$ cat src/rtl/fetch_unit.sv
// -----------------------------------------------------------------------------
// fetch_unit
//   Instruction fetch stage for an LC3 core. Owns the program counter, issues
//   single-outstanding reads to instruction memory, and buffers the returned
//   words together with their next-PC in a small first-word-fall-through
//   queue. The decode stage consumes the queue head.
//
//   Ports
//     clk, rst_n      clock (posedge) and asynchronous active-low reset
//     enable_fetch    1 = new reads may be issued; 0 only blocks new issue
//     br_taken/taddr  redirect pulse and target from execute/writeback
//     imem_req/addr   read request to instruction memory (held until ack)
//     imem_ack/rdata  read completion; ack may coincide with the first req cycle
//     instr_valid     queue head is valid
//     enable_decode   decode accepts the head this cycle
//     Instr_dout      head instruction (NOP 16'h5020 when empty)
//     npc_out         head PC+1 (16'h0000 when empty)
// -----------------------------------------------------------------------------
module fetch_unit #(
  parameter logic [15:0] RESET_PC   = 16'h3000,
  parameter int          FIFO_DEPTH = 2
) (
  input  logic        clk,
  input  logic        rst_n,
  input  logic        enable_fetch,
  input  logic        br_taken,
  input  logic [15:0] taddr,
  output logic        imem_req,
  output logic [15:0] imem_addr,
  input  logic        imem_ack,
  input  logic [15:0] imem_rdata,
  output logic        instr_valid,
  input  logic        enable_decode,
  output logic [15:0] Instr_dout,
  output logic [15:0] npc_out
);

  localparam int PTR_W = $clog2(FIFO_DEPTH);
  localparam int CNT_W = PTR_W + 1;
  localparam logic [CNT_W-1:0] DEPTH_C = CNT_W'(FIFO_DEPTH);
  localparam logic [15:0]      NOP     = 16'h5020;

  typedef enum logic [1:0] {
    S_IDLE, // no read outstanding
    S_REQ,  // read outstanding, its data will be queued
    S_DROP  // read outstanding, its data was squashed by a redirect
  } state_t;

  typedef struct packed {
    logic [15:0] instr;
    logic [15:0] npc;
  } entry_t;

  state_t           state_q,  state_d;
  logic [15:0]      pc_q,     pc_d;
  logic [15:0]      addr_q,   addr_d;
  logic [CNT_W-1:0] count_q,  count_d;
  logic [PTR_W-1:0] rd_ptr_q, rd_ptr_d;
  logic [PTR_W-1:0] wr_ptr_q, wr_ptr_d;

  entry_t           mem_q [FIFO_DEPTH];
  entry_t           head;

  logic             push;
  logic             pop;
  logic [15:0]      pc_inc;
  logic [CNT_W-1:0] count_after;

  assign pc_inc = pc_q + 16'd1; // 16-bit wrap: FFFF -> 0000

  // Only REQ-state data is kept; a redirect squashes both the returning word
  // and any same-cycle pop since the whole queue is being discarded.
  assign push        = (state_q == S_REQ) && imem_ack && !br_taken;
  assign pop         = enable_decode && (count_q != '0) && !br_taken;
  assign count_after = count_q + CNT_W'(push) - CNT_W'(pop);

  // NOTE: every variable written here gets a default first, so no path leaves
  // it unassigned and no latch is inferred.
  always_comb begin
    state_d  = state_q;
    pc_d     = pc_q;
    addr_d   = addr_q;
    count_d  = count_after;
    rd_ptr_d = pop  ? rd_ptr_q + 1'b1 : rd_ptr_q;
    wr_ptr_d = push ? wr_ptr_q + 1'b1 : wr_ptr_q;

    if (br_taken) begin
      // Redirect wins over everything. An outstanding read cannot be
      // cancelled on the bus, so it is tracked in DROP until its ack.
      pc_d     = taddr;
      count_d  = '0;
      rd_ptr_d = '0;
      wr_ptr_d = '0;
      unique case (state_q)
        S_IDLE:  state_d = S_IDLE;
        S_REQ,
        S_DROP:  state_d = imem_ack ? S_IDLE : S_DROP;
        default: state_d = S_IDLE;
      endcase
    end else begin
      unique case (state_q)
        S_IDLE: begin
          if (enable_fetch && (count_q < DEPTH_C)) begin
            state_d = S_REQ;
            addr_d  = pc_q;
          end
        end
        S_REQ: begin
          if (imem_ack) begin
            pc_d = pc_inc;
            // Back-to-back issue only if the queue still has room after this
            // cycle's push and pop, so a push never lands on a full queue.
            if (enable_fetch && (count_after < DEPTH_C)) begin
              state_d = S_REQ;
              addr_d  = pc_inc;
            end else begin
              state_d = S_IDLE;
            end
          end
        end
        S_DROP: begin
          if (imem_ack) state_d = S_IDLE;
        end
        default: state_d = S_IDLE;
      endcase
    end
  end

  // NOTE: sequential state uses non-blocking assignments so every register
  // samples the pre-edge values of the others.
  always_ff @(posedge clk or negedge rst_n) begin
    if (!rst_n) begin
      state_q  <= S_IDLE;
      pc_q     <= RESET_PC;
      addr_q   <= RESET_PC;
      count_q  <= '0;
      rd_ptr_q <= '0;
      wr_ptr_q <= '0;
    end else begin
      state_q  <= state_d;
      pc_q     <= pc_d;
      addr_q   <= addr_d;
      count_q  <= count_d;
      rd_ptr_q <= rd_ptr_d;
      wr_ptr_q <= wr_ptr_d;
    end
  end

  // NOTE: queue storage has no reset; an entry is only observed while count_q
  // says it is valid, and the output mux substitutes NOP/0 otherwise.
  always_ff @(posedge clk) begin
    if (push) mem_q[wr_ptr_q] <= '{instr: imem_rdata, npc: pc_inc};
  end

  assign head        = mem_q[rd_ptr_q];
  assign instr_valid = (count_q != '0);
  assign Instr_dout  = instr_valid ? head.instr : NOP;
  assign npc_out     = instr_valid ? head.npc   : 16'h0000;

  // Address comes from its own register so it stays frozen in DROP while
  // pc_q already follows the redirect target.
  assign imem_req  = (state_q != S_IDLE);
  assign imem_addr = addr_q;

endmodule

$ cat config.mk
export PLATFORM = sky130hd
export DESIGN_NAME = fetch_unit
export DESIGN_NICKNAME = d
export VERILOG_FILES = /design/src/rtl/fetch_unit.sv
export SDC_FILE = /design/constraint.sdc
export NUM_CORES = 1
export LEC_CHECK = 0
export ABC_CLOCK_PERIOD_IN_PS = 5100
export BUFFER_PORTS_ARGS = -buffer_cell sky130_fd_sc_hd__buf_2
export CAP_MARGIN = 0
export CELL_PAD_IN_SITES_DETAIL_PLACEMENT = 1
export CELL_PAD_IN_SITES_GLOBAL_PLACEMENT = 1
export CORE_MARGIN = 5
export CORE_UTILIZATION = 45
export CTS_BUF_LIST = sky130_fd_sc_hd__clkbuf_2 sky130_fd_sc_hd__clkbuf_4 sky130_fd_sc_hd__clkbuf_8
export DETAILED_ROUTE_END_ITERATION = 10
export GPL_TIMING_DRIVEN = 0
export PLACE_DENSITY_LB_ADDON = 0.1
export SLEW_MARGIN = 20
export SYNTH_ARGS = -nofsm -noshare
export SYNTH_HDL_FRONTEND = slang
export SYNTH_SLANG_ARGS = --single-unit
$ cat constraint.sdc
create_clock -name clk -period 5.1 [get_ports clk]
set_clock_uncertainty 0.1 [all_clocks]
set_input_delay 0.255 -clock clk [delete_from_list [all_inputs] [get_ports clk]]
set_output_delay 0.255 -clock clk [all_outputs]
set_load 0.02 [all_outputs]
==> results.ini <==
[place]
place.gp.congestion = 0.891
port_buffers = 87
placed_area_um2 = 5480
dp_hpwl_um = 8710

[worst_setup_path]
cpPeakStageDelay_ns = 0.50
path_cells = inv_1 > ha_1 > clkbuf_1 > and2_1 > clkbuf_1 > nand2_1 > ha_1 > inv_1 > ha_1 > xnor3_1 > a41o_1 > buf_6 > and2_4 > buf_6 > buf_6 > mux2_4
cp.buffers_inverters = 7
end_kind = flip-flop
slowest_stage = clkbuf_1
cp_top_family = buffers and inverters
startpoint = state_q[1]$_DFFE_PN0P_
crit_type = reg -> reg
cp.required_ns = 5.26
critical_path_arrival_ns = 4.21
timing.rr.start = state_q[1]$_DFFE_PN0P_
path_max_fanout = 10
cp-start-kind = flip-flop

[layout]
fin_area_um2 = 5960
nFillCells = 1138
syn_to_final_growth_pct = 23.9
drive_gt1_share_pct = 23.2
final_util_pct = 57.5
finalNetCount = 577
diodes = 0

[synthesis]
synth_seq_area_share_pct = 59.8
synth-async-reset-ratio_pct = 37.3
syn_avg_cell_area_um2 = 11.9
ys.flop_type = edfxtp_1
synth_top_area_cell = edfxtp_1
synth_edf_count = 64
synthTopCellsByArea = edfxtp_1 (40%), dfrtp_1 (18%), mux2i_1 (7.1%)
synthCells = 406
synth.yosys.warnings = 0
synth_fp_nets = 450
ys_types = 41
yosysMostFrequentCell = edfxtp_1
synth_top_area_share_pct = 39.9
syn_area_um2 = 4810
ys_ff_latch = 102
synth_commonest_cells = edfxtp_1 (64), nor2_1 (46), dfrtp_1 (34), mux2i_1 (34), nand2_1 (30)

[drt]
dr.pass1.iters = 4
routed_wl_um = 12100
drtIter0Drc = 135
routedWlPerCell_um = 17.9
num_vias = 3525
viasPerCell = 5.23
drc = 0
final_antenna_net_count = 0

[pwr]
ir_drop_uv = 283
leakagePower_nw = 2.29
power_density_nw_per_um2 = 414

[min_path]
hold_path_class = in -> reg
timing.hold.worst.start = taddr[8]

[timing]
fin_crit_ns = 4.05
finalHoldViolations = 0
timing.final.crit_share_pct = 79.3
rsz0062_at_grt = false
clock.fmax_ghz = 0.247
tns_ns = 0
holdWs_ns = 0.0107
setup-violations-final = 0
worstMarginPinSlew_ns = 0.911
maxSlewViolCount = 0
relSlewSlack_pct = 39.3

[grt]
grt.total_usage_pct = 19.7
grt_pass1_vias = 3814
grt-ovfl-total = 0
grt_max_degree = 39
antenna_found_initial = 0
grt_pass1_wl_um = 19700

[clocking]
cts.sinks = 102
post_cts_buffers = 0
cts_tree = yes
clkSlewWorstSetupHoldPaths_ns = 0.10
clock_tree.root_cell = clkbuf_8
insertion_delay_ns = 0.36
cts_buffers = 9
clk_path_buf_depth = 2
htree_levels = 3

[die]
start_util_pct = 46.4
die_width_um = 113
die_height_um = 113
rows = 37
dieArea_um2 = 12900
core_area_um2 = 10400
ioPinCount = 88

[flow_run]
drv_cap = 0

[outcome]
run_status = complete, no violations

-- area by class of cell --
cell class / count / area [um^2] / area share (%)
Buffer: 33 / 149 / 2.50
Tap cell: 136 / 170 / 2.85
Timing Repair Buffer: 116 / 753 / 12.6
Sequential cell: 102 / 2880 / 48.3
Clock buffer: 10 / 131 / 2.20
Clock inverter: 6 / 85.1 / 1.43
Multi-Input combinational cell: 263 / 1770 / 29.6
Inverter: 8 / 30.0 / 0.504
-- metrics by stage --
| step | power [W] | std cells | setup slack (ns) |
|---|---|---|---|
| 2_1_floorplan | 0.00164 | 406 | 1.71 |
| 3_3_place_gp | 0.00188 | 629 | 0.659 |
| 3_5_place_dp | 0.00192 | 631 | 1.06 |
| 4_1_cts | 0.00250 | 674 | 1.05 |
| 5_1_grt | 0.00262 | 674 | 0.734 |
| 6_report | 0.00247 | 674 | 1.05 |
-- power breakdown --
| part | switching (W) | internal, W | total [W] |
|---|---|---|---|
| Clock | 0.000278 | 0.000282 | 0.000560 |
| Combinational | 0.000523 | 0.000318 | 0.000842 |
| Sequential | 0.0000557 | 0.00101 | 0.00107 |
-- logic make-up (layout without fill, tap and decap cells) --
kind of cell / Yosys count / in the layout / synth area share [%]
xor+xnor: 41 / 41 / 7.74
flops: 102 / 102 / 59.8
fa+ha+maj: 6 / 6 / 1.56
compound gates: 39 / 39 / 4.65
mux: 42 / 42 / 9.10
buf+inv: 41 / 173 / 3.72
simple gates: 135 / 135 / 13.5
-- worst paths after layout --
| kind | depth (start not counted) | end | slack (ns) |
|---|---|---|---|
| worst max-delay path | 16 | imem_addr[8]$_DFFE_PN0P_ | 1.05 |
| worst min-delay path | 3 | pc_q[8]$_DFFE_PN0P_ | 0.01 |
| worst max register to register | 16 | imem_addr[8]$_DFFE_PN0P_ | 1.05 |
| worst min register to register | 1 | imem_addr[8]$_DFFE_PN0P_ | 0.41 |
| max in group asynchronous | 2 | pc_q[2]$_DFFE_PN0P_ | 3.89 |
| min in group asynchronous | 2 | imem_addr[11]$_DFFE_PN0P_ | 0.44 |
-- worst min-delay path, delay by kind of cell --
| kind | cells | cell delay [ns] |
|---|---|---|
| buf+inv | 1 | 0.09 |
| simple gates | 1 | 0.05 |
| compound gates | 1 | 0.05 |
-- placed cells by master, fill, tap and decap left out, drive strengths merged, types with 3 or more instances in the layout --
cell type    netlist  layout
mux2               8       8
xor2              12      12
nor2              46      46
buf                8      97
edfxtp            64      64
dfrtp             34      34
nand2             30      30
xnor2             28      28
nor4               5       5
nor3               3       3
ha                 6       6
inv                8       9
dlygate4sd3        0      27
a21oi             16      16
clkinv             0       3
dfstp              4       4
o211ai             3       3
and2               3       3
mux2i             34      34
and3               3       3
nand4             16      16
clkbuf            25      35
or4                4       4
o21ai             13      13
nand3             16      16
-- routing by layer --
metal,track usage [%],part of all wire [%]
met1,24.3,43
met2,34.8,51
met3,4.30,4.5
met4,5.69,1.6
met5,0,0
-- state kept, by name, summed over array words and instances, names as in the netlist --
signal	cells
count_q	2
imem_addr	16
mem_q	64
pc_q	16
rd_ptr_q	1
state_q	2
wr_ptr_q	1
-- repair_timing --
item                                   in CTS  in global routing
setup endpoints to repair                   0                  0
gates resized for setup                     0                  0
hold buffers                               27                  0
endpoints found under the hold margin      76                  0
Power figures use the tool's default switching activity.
